### src/rtl/apb_txn_scheduler_if.sv
// apb_txn_scheduler_if
//   Bundles the AXI-side request/response handshakes and the APB bus that the
//   scheduler sits between.
//   master modport : the scheduler (drives req_ready, responses and APB outputs)
//   slave modport  : everything around it (request buffers, response logic,
//                    APB slaves)
//   Request side   : wr_req_*, rd_req_* (valid/ready, address, write data)
//   Response side  : wr_resp_*, rd_resp_* (valid/ready, 2-bit resp, read data)
//   APB side       : pclk, preset_n, psel[7:0], penable, pwrite, paddr, pwdata,
//                    prdata, pready, pslverr
interface apb_txn_scheduler_if #(
   parameter int ADDR_WIDTH = 32,
   parameter int DATA_WIDTH = 32
);
   logic                  wr_req_valid;
   logic                  wr_req_ready;
   logic [ADDR_WIDTH-1:0] wr_req_addr;
   logic [DATA_WIDTH-1:0] wr_req_data;
   logic                  wr_resp_valid;
   logic                  wr_resp_ready;
   logic [1:0]            wr_resp;
   logic                  rd_req_valid;
   logic                  rd_req_ready;
   logic [ADDR_WIDTH-1:0] rd_req_addr;
   logic                  rd_resp_valid;
   logic                  rd_resp_ready;
   logic [1:0]            rd_resp;
   logic [DATA_WIDTH-1:0] rd_resp_data;
   logic                  pclk;
   logic                  preset_n;
   logic [7:0]            psel;
   logic                  penable;
   logic                  pwrite;
   logic [ADDR_WIDTH-1:0] paddr;
   logic [DATA_WIDTH-1:0] pwdata;
   logic [DATA_WIDTH-1:0] prdata;
   logic                  pready;
   logic                  pslverr;

   modport master (
      input  wr_req_valid, wr_req_addr, wr_req_data, wr_resp_ready,
      input  rd_req_valid, rd_req_addr, rd_resp_ready,
      input  prdata, pready, pslverr,
      output wr_req_ready, wr_resp_valid, wr_resp,
      output rd_req_ready, rd_resp_valid, rd_resp, rd_resp_data,
      output pclk, preset_n, psel, penable, pwrite, paddr, pwdata
   );

   modport slave (
      output wr_req_valid, wr_req_addr, wr_req_data, wr_resp_ready,
      output rd_req_valid, rd_req_addr, rd_resp_ready,
      output prdata, pready, pslverr,
      input  wr_req_ready, wr_resp_valid, wr_resp,
      input  rd_req_ready, rd_resp_valid, rd_resp, rd_resp_data,
      input  pclk, preset_n, psel, penable, pwrite, paddr, pwdata
   );
endinterface

### src/rtl/apb_txn_scheduler.sv
// apb_txn_scheduler
//   Round-robin arbiter between one pending write and one pending read, each
//   winner run through an APB SETUP/ACCESS transfer with a pready timeout.
//   Responses (00 OKAY / 10 SLVERR) go back per direction, one outstanding
//   response per direction.
//   clk     : single clock, forwarded as pclk
//   reset_n : asynchronous active-low reset, forwarded as preset_n
//   bus     : apb_txn_scheduler_if master modport (request, response, APB);
//             its ADDR_WIDTH/DATA_WIDTH must match this module's parameters.
module apb_txn_scheduler #(
   parameter int ADDR_WIDTH     = 32,
   parameter int DATA_WIDTH     = 32,
   parameter int TIMEOUT_CYCLES = 256
) (
   input  logic                clk,
   input  logic                reset_n,
   apb_txn_scheduler_if.master bus
);
   typedef enum logic [1:0] {IDLE, SETUP, ACCESS} state_t;

   localparam logic [15:0] TO_LAST = 16'(TIMEOUT_CYCLES - 1);

   state_t      state, state_nxt;
   logic        rd_pref;     // read wins the next tie (last grant was a write)
   logic [15:0] to_cnt;      // ACCESS cycles already spent without pready
   logic        wr_elig, rd_elig, grant_wr, grant_rd, done;
   logic [1:0]  done_resp;

   assign bus.pclk     = clk;
   assign bus.preset_n = reset_n;

   // A direction with an unconsumed response may not start another transfer.
   assign wr_elig  = bus.wr_req_valid & ~bus.wr_resp_valid;
   assign rd_elig  = bus.rd_req_valid & ~bus.rd_resp_valid;
   assign grant_wr = wr_elig & (~rd_elig | ~rd_pref);
   assign grant_rd = rd_elig & ~grant_wr;

   // Without pready the only way to finish is the timeout, which is SLVERR.
   assign done_resp = (bus.pready & ~bus.pslverr) ? 2'b00 : 2'b10;

   assign bus.penable = (state == ACCESS);
   assign bus.psel    = (state == IDLE) ? 8'h00
                                        : (8'h01 << bus.paddr[ADDR_WIDTH-1 -: 3]);

   always_ff @(posedge clk or negedge reset_n) begin
      if (!reset_n) state <= IDLE;
      else          state <= state_nxt;
   end

   always_comb begin
      state_nxt = state;
      done      = 1'b0;
      case (state)
         IDLE:    if (grant_wr || grant_rd) state_nxt = SETUP;
         SETUP:   state_nxt = ACCESS;
         ACCESS:  if (bus.pready || (to_cnt == TO_LAST)) begin
                     done      = 1'b1;
                     state_nxt = IDLE;
                  end
         default: state_nxt = IDLE;
      endcase
   end

   always_ff @(posedge clk or negedge reset_n) begin
      if (!reset_n) begin
         bus.wr_req_ready  <= 1'b0;
         bus.rd_req_ready  <= 1'b0;
         bus.paddr         <= '0;
         bus.pwdata        <= '0;
         bus.pwrite        <= 1'b0;
         bus.wr_resp_valid <= 1'b0;
         bus.wr_resp       <= 2'b00;
         bus.rd_resp_valid <= 1'b0;
         bus.rd_resp       <= 2'b00;
         bus.rd_resp_data  <= '0;
         rd_pref           <= 1'b0;
         to_cnt            <= '0;
      end else begin
         // Request is sampled at the grant edge; the ready pulse that follows
         // tells the requester it may move on to its next request.
         bus.wr_req_ready <= (state == IDLE) && grant_wr;
         bus.rd_req_ready <= (state == IDLE) && grant_rd;
         if ((state == IDLE) && (grant_wr || grant_rd)) begin
            bus.paddr  <= grant_wr ? bus.wr_req_addr : bus.rd_req_addr;
            bus.pwrite <= grant_wr;
            if (grant_wr) bus.pwdata <= bus.wr_req_data;
            rd_pref <= grant_wr;
         end

         if (state == SETUP)                 to_cnt <= '0;
         else if ((state == ACCESS) && !done) to_cnt <= to_cnt + 16'd1;

         if (done && bus.pwrite) begin
            bus.wr_resp_valid <= 1'b1;
            bus.wr_resp       <= done_resp;
         end else if (bus.wr_resp_ready) begin
            bus.wr_resp_valid <= 1'b0;
         end

         if (done && !bus.pwrite) begin
            bus.rd_resp_valid <= 1'b1;
            bus.rd_resp       <= done_resp;
            bus.rd_resp_data  <= bus.pready ? bus.prdata : '0;
         end else if (bus.rd_resp_ready) begin
            bus.rd_resp_valid <= 1'b0;
         end
      end
   end
endmodule

### src/flat_wrapper.sv
// flat-port wrapper written by rule: the top's interface ports become plain ports
module apb_txn_scheduler_flat 
#(
   parameter int ADDR_WIDTH     = 32,
   parameter int DATA_WIDTH     = 32,
   parameter int TIMEOUT_CYCLES = 256
)
  (clk, reset_n, bus_wr_req_valid, bus_wr_req_addr, bus_wr_req_data, bus_wr_resp_ready, bus_rd_req_valid, bus_rd_req_addr, bus_rd_resp_ready, bus_prdata, bus_pready, bus_pslverr, bus_wr_req_ready, bus_wr_resp_valid, bus_wr_resp, bus_rd_req_ready, bus_rd_resp_valid, bus_rd_resp, bus_rd_resp_data, bus_pclk, bus_preset_n, bus_psel, bus_penable, bus_pwrite, bus_paddr, bus_pwdata);
  apb_txn_scheduler_if #(.ADDR_WIDTH(ADDR_WIDTH), .DATA_WIDTH(DATA_WIDTH)) bus_i ();
  input  logic clk;
  input  logic reset_n;
  input wire logic [$bits(bus_i.wr_req_valid)-1:0] bus_wr_req_valid;
  input wire logic [$bits(bus_i.wr_req_addr)-1:0] bus_wr_req_addr;
  input wire logic [$bits(bus_i.wr_req_data)-1:0] bus_wr_req_data;
  input wire logic [$bits(bus_i.wr_resp_ready)-1:0] bus_wr_resp_ready;
  input wire logic [$bits(bus_i.rd_req_valid)-1:0] bus_rd_req_valid;
  input wire logic [$bits(bus_i.rd_req_addr)-1:0] bus_rd_req_addr;
  input wire logic [$bits(bus_i.rd_resp_ready)-1:0] bus_rd_resp_ready;
  input wire logic [$bits(bus_i.prdata)-1:0] bus_prdata;
  input wire logic [$bits(bus_i.pready)-1:0] bus_pready;
  input wire logic [$bits(bus_i.pslverr)-1:0] bus_pslverr;
  output wire logic [$bits(bus_i.wr_req_ready)-1:0] bus_wr_req_ready;
  output wire logic [$bits(bus_i.wr_resp_valid)-1:0] bus_wr_resp_valid;
  output wire logic [$bits(bus_i.wr_resp)-1:0] bus_wr_resp;
  output wire logic [$bits(bus_i.rd_req_ready)-1:0] bus_rd_req_ready;
  output wire logic [$bits(bus_i.rd_resp_valid)-1:0] bus_rd_resp_valid;
  output wire logic [$bits(bus_i.rd_resp)-1:0] bus_rd_resp;
  output wire logic [$bits(bus_i.rd_resp_data)-1:0] bus_rd_resp_data;
  output wire logic [$bits(bus_i.pclk)-1:0] bus_pclk;
  output wire logic [$bits(bus_i.preset_n)-1:0] bus_preset_n;
  output wire logic [$bits(bus_i.psel)-1:0] bus_psel;
  output wire logic [$bits(bus_i.penable)-1:0] bus_penable;
  output wire logic [$bits(bus_i.pwrite)-1:0] bus_pwrite;
  output wire logic [$bits(bus_i.paddr)-1:0] bus_paddr;
  output wire logic [$bits(bus_i.pwdata)-1:0] bus_pwdata;
  assign bus_i.wr_req_valid = bus_wr_req_valid;
  assign bus_i.wr_req_addr = bus_wr_req_addr;
  assign bus_i.wr_req_data = bus_wr_req_data;
  assign bus_i.wr_resp_ready = bus_wr_resp_ready;
  assign bus_i.rd_req_valid = bus_rd_req_valid;
  assign bus_i.rd_req_addr = bus_rd_req_addr;
  assign bus_i.rd_resp_ready = bus_rd_resp_ready;
  assign bus_i.prdata = bus_prdata;
  assign bus_i.pready = bus_pready;
  assign bus_i.pslverr = bus_pslverr;
  assign bus_wr_req_ready = bus_i.wr_req_ready;
  assign bus_wr_resp_valid = bus_i.wr_resp_valid;
  assign bus_wr_resp = bus_i.wr_resp;
  assign bus_rd_req_ready = bus_i.rd_req_ready;
  assign bus_rd_resp_valid = bus_i.rd_resp_valid;
  assign bus_rd_resp = bus_i.rd_resp;
  assign bus_rd_resp_data = bus_i.rd_resp_data;
  assign bus_pclk = bus_i.pclk;
  assign bus_preset_n = bus_i.preset_n;
  assign bus_psel = bus_i.psel;
  assign bus_penable = bus_i.penable;
  assign bus_pwrite = bus_i.pwrite;
  assign bus_paddr = bus_i.paddr;
  assign bus_pwdata = bus_i.pwdata;
  apb_txn_scheduler #(.ADDR_WIDTH(ADDR_WIDTH), .DATA_WIDTH(DATA_WIDTH), .TIMEOUT_CYCLES(TIMEOUT_CYCLES)) u_core (.clk(clk), .reset_n(reset_n), .bus(bus_i));
endmodule
### config.mk
export PLATFORM = sky130hd
export DESIGN_NAME = apb_txn_scheduler_flat
export DESIGN_NICKNAME = d
export VERILOG_FILES = /design/src/rtl/apb_txn_scheduler_if.sv /design/src/rtl/apb_txn_scheduler.sv /design/src/flat_wrapper.sv
export SDC_FILE = /design/constraint.sdc
export NUM_CORES = 1
export LEC_CHECK = 0
export ABC_CLOCK_PERIOD_IN_PS = 4700
export CAP_MARGIN = 20
export CELL_PAD_IN_SITES_DETAIL_PLACEMENT = 0
export CELL_PAD_IN_SITES_GLOBAL_PLACEMENT = 2
export CORE_MARGIN = 2
export CORE_UTILIZATION = 27
export CTS_CLUSTER_SIZE = 24
export DETAILED_ROUTE_END_ITERATION = 12
export MAX_ROUTING_LAYER = met4
export PLACE_DENSITY_LB_ADDON = 0.05
export SLEW_MARGIN = 15
export SYNTH_ARGS = -nofsm -noshare
export SYNTH_HDL_FRONTEND = slang
export SYNTH_SLANG_ARGS = --single-unit
### constraint.sdc
create_clock -name clk -period 4.7 [get_ports clk]
set_input_delay 0.94 -clock clk [delete_from_list [all_inputs] [get_ports clk]]
set_output_delay 0.94 -clock clk [all_outputs]
set_load 0.005 [all_outputs]
-- After elaboration in Yosys (flattened, before gate mapping)
Cells that the tools add are included.
- bits in registers: 123
- output and inout bits: 116
- logic and storage cells: 62
- $add $sub $neg: 1
- eq/ne operators: 5
- shifts and indexed selects: 1
- multiplexer cells: 15
- bitwise logic cells: 12
- reduce and logical (&&, ||, !) cells: 16
- operators by type and width (cell ; number):
    $mux W32 ; 2
    $mux W16 ; 2
    $add A16 B1 Y16 const B ; 1
    $eq A16 B8 Y1 const B ; 1
    $mux W8 ; 1
    $shl A1 B3 Y8 const A ; 1
    $logic_and A1 B1 Y1 ; 6
    $mux W1 ; 6
    $mux W2 ; 3
    $not A1 Y1 ; 6
    $pmux W2 S3 ; 1
    $reduce_bool A2 Y1 ; 3
    $and A1 B1 Y1 ; 5
    $reduce_and A2 Y1 ; 2
    $eq A2 B1 Y1 const B ; 1
    $eq A2 B2 Y1 const B ; 1
    $logic_not A1 Y1 ; 2
    $logic_not A2 Y1 ; 1
    $logic_or A1 B1 Y1 ; 2
    $ne A2 B1 Y1 const B ; 1
    $ne A2 B2 Y1 const B ; 1
    $or A1 B1 Y1 ; 1

-- Depth between registers and ports, before layout
Gate-level depths: netlist of the first run.
- depth after elaboration: 10
- depth in mapped cells: 7
- gate-level depth less buffers: 5

==> metrics.md, run 1 <==
| Metric | Value |
|---|---|
| Run status | `finished clean` |
| Crit start category | `clock port` |
| Setup violations, final | `0` |
| Layout cells sized above 1 | `0.112` |
| Height of the chip | `143 microns` |
| DPL Wire Length | `11800 microns` |
| Area of the multi-input gates | `2030 sq um` |
| # resized after CTS | `0` |
| Routed vias | `4239` |
| Final net count | `812` |
| Worst r2r dst | `u_core.bus.pwdata[29]` |
| DP Area | `7970 sq um` |
| Unrepaired setup endpoints after global routing | `false` |
| Port Buf Inserts | `249` |
| Reg area | `3030 sq um` |
| Static leakage | `0.00387 uW` |
| Worst-Skew Late Latency | `0.53 ns` |
| Max FO, Critical Path | `2` |
| Top cell by count, worst path | `clkbuf_16` |
| R2R Path Start | `u_core.bus.wr_resp_valid` |
| DR vias/cell | `4.47` |
| Commonest cells in the netlist | `121 x dfrtp_1, 53 x nand2_1, 44 x mux2i_1` |
| Per-cell routed wire length | `17.0 microns` |
| Fillers | `1777` |
| Synth-to-Final Area Change | `64.0%` |
| DRC | `0` |
| PwrDens | `611 nW/um^2` |
| Final wirelength | `16100 microns` |
| TNS Setup | `0 ns` |
| Post-route antenna net violation count | `0` |
| Register area share after synthesis | `0.577` |
| Final Hold Viols | `0` |
| Cell taking the most area after synthesis | `dfrtp_1` |
| RePlAce Congestion | `0.741` |
| Hold WC Path Type | `in2async` |
| Required @ worst endpoint | `3.76 ns` |
| Post-CTS Repair Setup Buffers | `0` |
| Starting Density | `0.278` |
| Post-synth EDFFs | `0` |
| Reg2reg setup slack | `2.40 ns` |
| Slew headroom | `0.295` |
| CP cell instances | `clkbuf_16 > clkbuf_16 > clkdlybuf4s50_1` |
| Clock share of power | `0.262` |
| Post-CTS Hold Fix Bufs | `0` |
| Post-synthesis cell type count | `41` |
| Drt first pass iters | `4` |
| Main synth FF type | `dfrtp_1` |
| Synth area leaders | `dfrtp_1 58%, mux2i_1 8.4%, mux2_4 8.0%, a22o_1 5.3%, nand2_1 3.8%` |
| TritonCTS clock tree | `done` |
| Worst Max-Slew Pin Slew | `1.06 ns` |
| Max-cap violations | `0` |
| Seq cells post-synth | `121` |
| Power Total | `5250 uW` |
| Avg Inst Size Synth | `12.3 sq um` |
| Crit path capture type | `output port` |
| Register-to-Register Path Depth | `4` |
| Internal power | `3700 uW` |
| Clock-pin slew on the worst setup and hold paths | `0.06 ns` |
| Initial antenna violation count | `1` |
| Number of global-route vias before repair | `4195` |
| Peak VDD IR | `0.253 mV` |
| Worst path arrival time | `3.03 ns` |
| Row count | `50` |
| Worst path max stage delay | `0.43 ns` |
| # IOs | `252` |
| Cell with the most instances after synthesis | `dfrtp_1` |
| Worst Skew | `0.0177 ns` |
| Combinational share of power | `0.404` |
| Worst setup path class | `clk2out` |
| Slowest stage cell, crit path | `clkdlybuf4s50_1` |
| First-pass GRT wire length | `24200 microns` |
| Switching power | `1550 uW` |
| Die Wd | `143 microns` |
| Syn Inst Count | `428` |
| Post-route cell area | `8600 sq um` |
| Largest net degree at the start of global routing | `67` |
| Sequential power share | `0.335` |
| Switching Fraction | `0.296` |
| Tot GR Track Use | `0.163` |
| Pins Over Slew Limit | `0` |
| Synth top area share | `0.577` |
| Core Area | `18900 sq um` |
| Cell Area, Synth | `5250 sq um` |
| Die ar. | `20600 sq um` |
| Yosys warns | `0` |
| Grt ovf | `0` |
| Initial drt markers | `178` |
| Ys async rst share | `1.00` |
[cell usage in the layout, fill, tap and decap left out, drive strengths merged, types with 3 or more instances in the layout]
master / n
clkdlybuf4s50: 248
dfrtp: 121
nand2: 53
mux2i: 44
o21ai: 38
a22o: 32
mux2: 32
clkbuf: 23
nor2: 12
nand3: 8
inv: 7
buf: 7
and3: 5
clkinvlp: 5
clkinv: 5
nor3: 4
nor3b: 4
nor4: 4
nand2b: 3
nand4: 3
nor2b: 3
or3: 3
[power groups by stage]
stage | Sequential [uW] | Combinational, uW | Clock, uW
floorplan | 1780 | 871 | 13.8
global placement | 1770 | 2140 | 17.9
detailed placement | 1770 | 2170 | 17.9
CTS | 1760 | 2180 | 1410
global route | 1820 | 2310 | 1470
finish | 1760 | 2120 | 1380
[worst max-delay path by stage]
stage               end  slack (ns)  start
6_report       bus_pclk        0.73    clk
5_1_grt        bus_pclk        0.72    clk
4_1_cts        bus_pclk        0.72    clk
3_5_place_dp   bus_pclk         1.0    clk
3_3_place_gp   bus_pclk         1.0    clk
2_1_floorplan  bus_pclk        1.30    clk
[worst max-delay path: cells and delay by family]
family	cells	cell delay, ns
buffers and inverters	3	0.68
[registers in the layout, indices dropped and copies added, names as in the netlist]
signal                    count
u_core.bus.rd_resp            1
u_core.state                  2
u_core.bus.wr_req_ready       1
u_core.bus.rd_resp_data      32
u_core.bus.rd_req_ready       1
u_core.to_cnt                16
u_core.bus.wr_resp_valid      1
u_core.bus.rd_resp_valid      1
u_core.bus.wr_resp            1
u_core.bus.paddr             32
u_core.bus.pwdata            32
u_core.bus.pwrite             1
[kinds of logic after synthesis]
logic type      after synthesis  synth area share
other cells                   1          0.000715
fa+ha+maj                     1           0.00238
mux                          76             0.173
flops                       121             0.577
simple gates                110             0.103
buf+inv                      38            0.0384
compound gates               81             0.106
[layer usage]
metal  vias up  part of all wire  GRT usage
li1       2023                 -          -
met1      2059              0.42      0.191
met2       147              0.50      0.259
met3        10             0.074     0.0630
met4         0            0.0094     0.0516
met5         -                 0          -
[layout make-up]
type                       count  share of cell area
sequential                   121               0.352
timing repair buffer         254               0.296
multi-input combinational    270               0.236
clock buffer                  24              0.0630
tap                          260              0.0378
clock inverter                11              0.0116
inverter                       7             0.00305
antenna                        1            0.000291
[metrics by stage]
step                       util  instances  setup slack [ns]  hold slack (ns)
after floorplan               -        429              1.30            0.446
after global placement    0.420        912             0.996            0.462
after detailed placement  0.422        913             0.996            0.471
after CTS                 0.455        947             0.723            0.363
after global routing      0.455        948             0.721            0.381
final                     0.455        948             0.733            0.357
(Power assumes the default switching activity.)
==> inputs of run 2 (changes only) <==
Settings changed: ABC_CLOCK_PERIOD_IN_PS 4700 to 3980, CORE_UTILIZATION 27 to 25.
Clock period 4.7 ns to 3.98 ns, I/O delays scaled along.
==> run 2 against run 1 <==
Against the previous run: total power up 19%; combinational power rose by 17%; worst hold slack worse by 0.15 ns; clock skew decreased by 0.0061 ns; via count fell by 0.73%; non-clock buffer count unchanged; sequential power increased by 18%; global-route usage decreased by 0.90 points; flip-flop and latch count stayed put; sequential share of layout area is essentially flat; cell count increased by 1.1%; first-iteration DRC count unchanged; critical path type unchanged.
==> metrics.md, run 2 (same netlist as run 1, synthesis figures left out) <==
| Metric | Value |
|---|---|
| Worst Skew | `0.0116 ns` |
| Pins Over Slew Limit | `0` |
| Per-cell routed wire length | `16.9 microns` |
| Post-CTS Repair Setup Buffers | `0` |
| TritonCTS clock tree | `done` |
| Layout cells sized above 1 | `0.115` |
| DRC | `0` |
| # IOs | `252` |
| Setup violations, final | `0` |
| Worst Max-Slew Pin Slew | `1.07 ns` |
| Top cell by count, worst path | `clkbuf_16` |
| Final wirelength | `16200 microns` |
| Core Area | `20400 sq um` |
| Most frequent cells in the layout | `248 x clkdlybuf4s50_1, 121 x dfrtp_1, 53 x nand2_1` |
| Crit path capture type | `output port` |
| TNS Setup | `0 ns` |
| DPL Wire Length | `11800 microns` |
| Grt ovf | `0` |
| Final Hold Viols | `0` |
| Number of global-route vias before repair | `4424` |
| Fillers | `1989` |
| Synth-to-Final Area Change | `64.1%` |
| Worst-Skew Late Latency | `0.53 ns` |
| Worst path arrival time | `2.66 ns` |
| Largest net degree at the start of global routing | `65` |
| Row count | `52` |
| Worst path max stage delay | `0.43 ns` |
| DR vias/cell | `4.39` |
| Initial antenna violation count | `0` |
| Max-cap violations | `0` |
| Diodes inserted | `0` |
| Post-route cell area | `8610 sq um` |
| Static leakage | `0.00388 uW` |
| Required @ worst endpoint | `3.18 ns` |
| Port Buf Inserts | `249` |
| RePlAce Congestion | `0.735` |
| Height of the chip | `149 microns` |
| Routed vias | `4208` |
| Critical path's top delay family | `buffers and inverters` |
| Tot GR Track Use | `0.154` |
| First-pass GRT wire length | `25100 microns` |
| Hold WC Path Type | `in2async` |
| Peak VDD IR | `0.322 mV` |
| Worst setup path class | `clk2out` |
| Unrepaired setup endpoints after global routing | `false` |
| Leading cell type in the layout, fill and taps excluded | `clkdlybuf4s50_1` |
| Slowest stage cell, crit path | `clkdlybuf4s50_1` |
| Biggest regs | `u_core.bus.paddr: 32 flops, u_core.bus.pwdata: 32 flops, u_core.bus.rd_resp_data: 32 flops` |
| Post-route antenna net violation count | `0` |
| DP Area | `7960 sq um` |
| Post-CTS Hold Fix Bufs | `0` |
| Starting Density | `0.257` |
| Die Wd | `149 microns` |
| Clock-pin slew on the worst setup and hold paths | `0.06 ns` |
| Run status | `finished clean` |
| Initial drt markers | `178` |
| Reg2reg setup slack | `1.68 ns` |
| Final net count | `812` |
| Max FO, Critical Path | `2` |
| Die ar. | `22200 sq um` |
| PwrDens | `723 nW/um^2` |
| Slew headroom | `0.287` |
| WP buf/inv | `3` |
| CP cell instances | `clkbuf_16 > clkbuf_16 > clkdlybuf4s50_1` |
| Crit start category | `clock port` |
| # resized after CTS | `0` |
| Drt first pass iters | `4` |
## run 2: cell types whose count changed in the layout (fill, tap and decap cells not counted)
cell	previous run	this run
inv_6	0	7
clkbuf_8	2	1
buf_16	1	0
clkinvlp_4	5	3
diode_2	1	0
buf_4	6	7
clkinv_2	3	1
clkbuf_1	1	0
## run 2: final cells by class
cell class              instances  area, sq um  area share
clock buffers                  22          524      0.0609
flip-flops and latches        121         3030       0.352
inverters                       7         26.3     0.00305
multi-input cells             270         2030       0.236
clock inverters                14          136      0.0158
well taps                     270          338      0.0392
repair buffers                254         2520       0.293
## run 2: stage by stage
stage	std cells	power, uW	hold slack, ns	util	worst slack, ns
2_1_floorplan	429	3150	0.446	-	1.08
3_3_place_gp	923	4630	0.461	0.390	0.780
3_5_place_dp	923	4660	0.472	0.390	0.780
4_1_cts	958	6350	0.216	0.421	0.509
5_1_grt	958	6650	0.215	0.421	0.500
6_report	958	6230	0.210	0.421	0.519
## run 2: path summary, 6_finish.rpt
check	start	end	cells past startpoint
hold / removal	reset_n	u_core.bus.pwdata[3]	1
max in group asynchronous	reset_n	u_core.bus.rd_resp_data[8]	3
hold reg to reg	u_core.bus.paddr[3]	u_core.bus.paddr[3]	2
setup / recovery	clk	bus_pclk	3
min in group clk	u_core.bus.paddr[3]	u_core.bus.paddr[3]	2
setup reg to reg	u_core.bus.wr_resp_valid	u_core.bus.pwdata[25]	4
## run 2: metal layers
metal | global-route usage | share of wire | vias up
li1 | - | - | 2018
met1 | 0.187 | 0.44 | 2021
met2 | 0.239 | 0.48 | 158
met3 | 0.0624 | 0.071 | 11
met4 | 0.0395 | 0.010 | 0
met5 | - | 0 | -
## run 2: power breakdown
part	total [uW]	switching, uW	internal, uW
logic	2490	909	1580
registers	2080	322	1750
clock network	1660	631	1030
total	6230	1860	4360
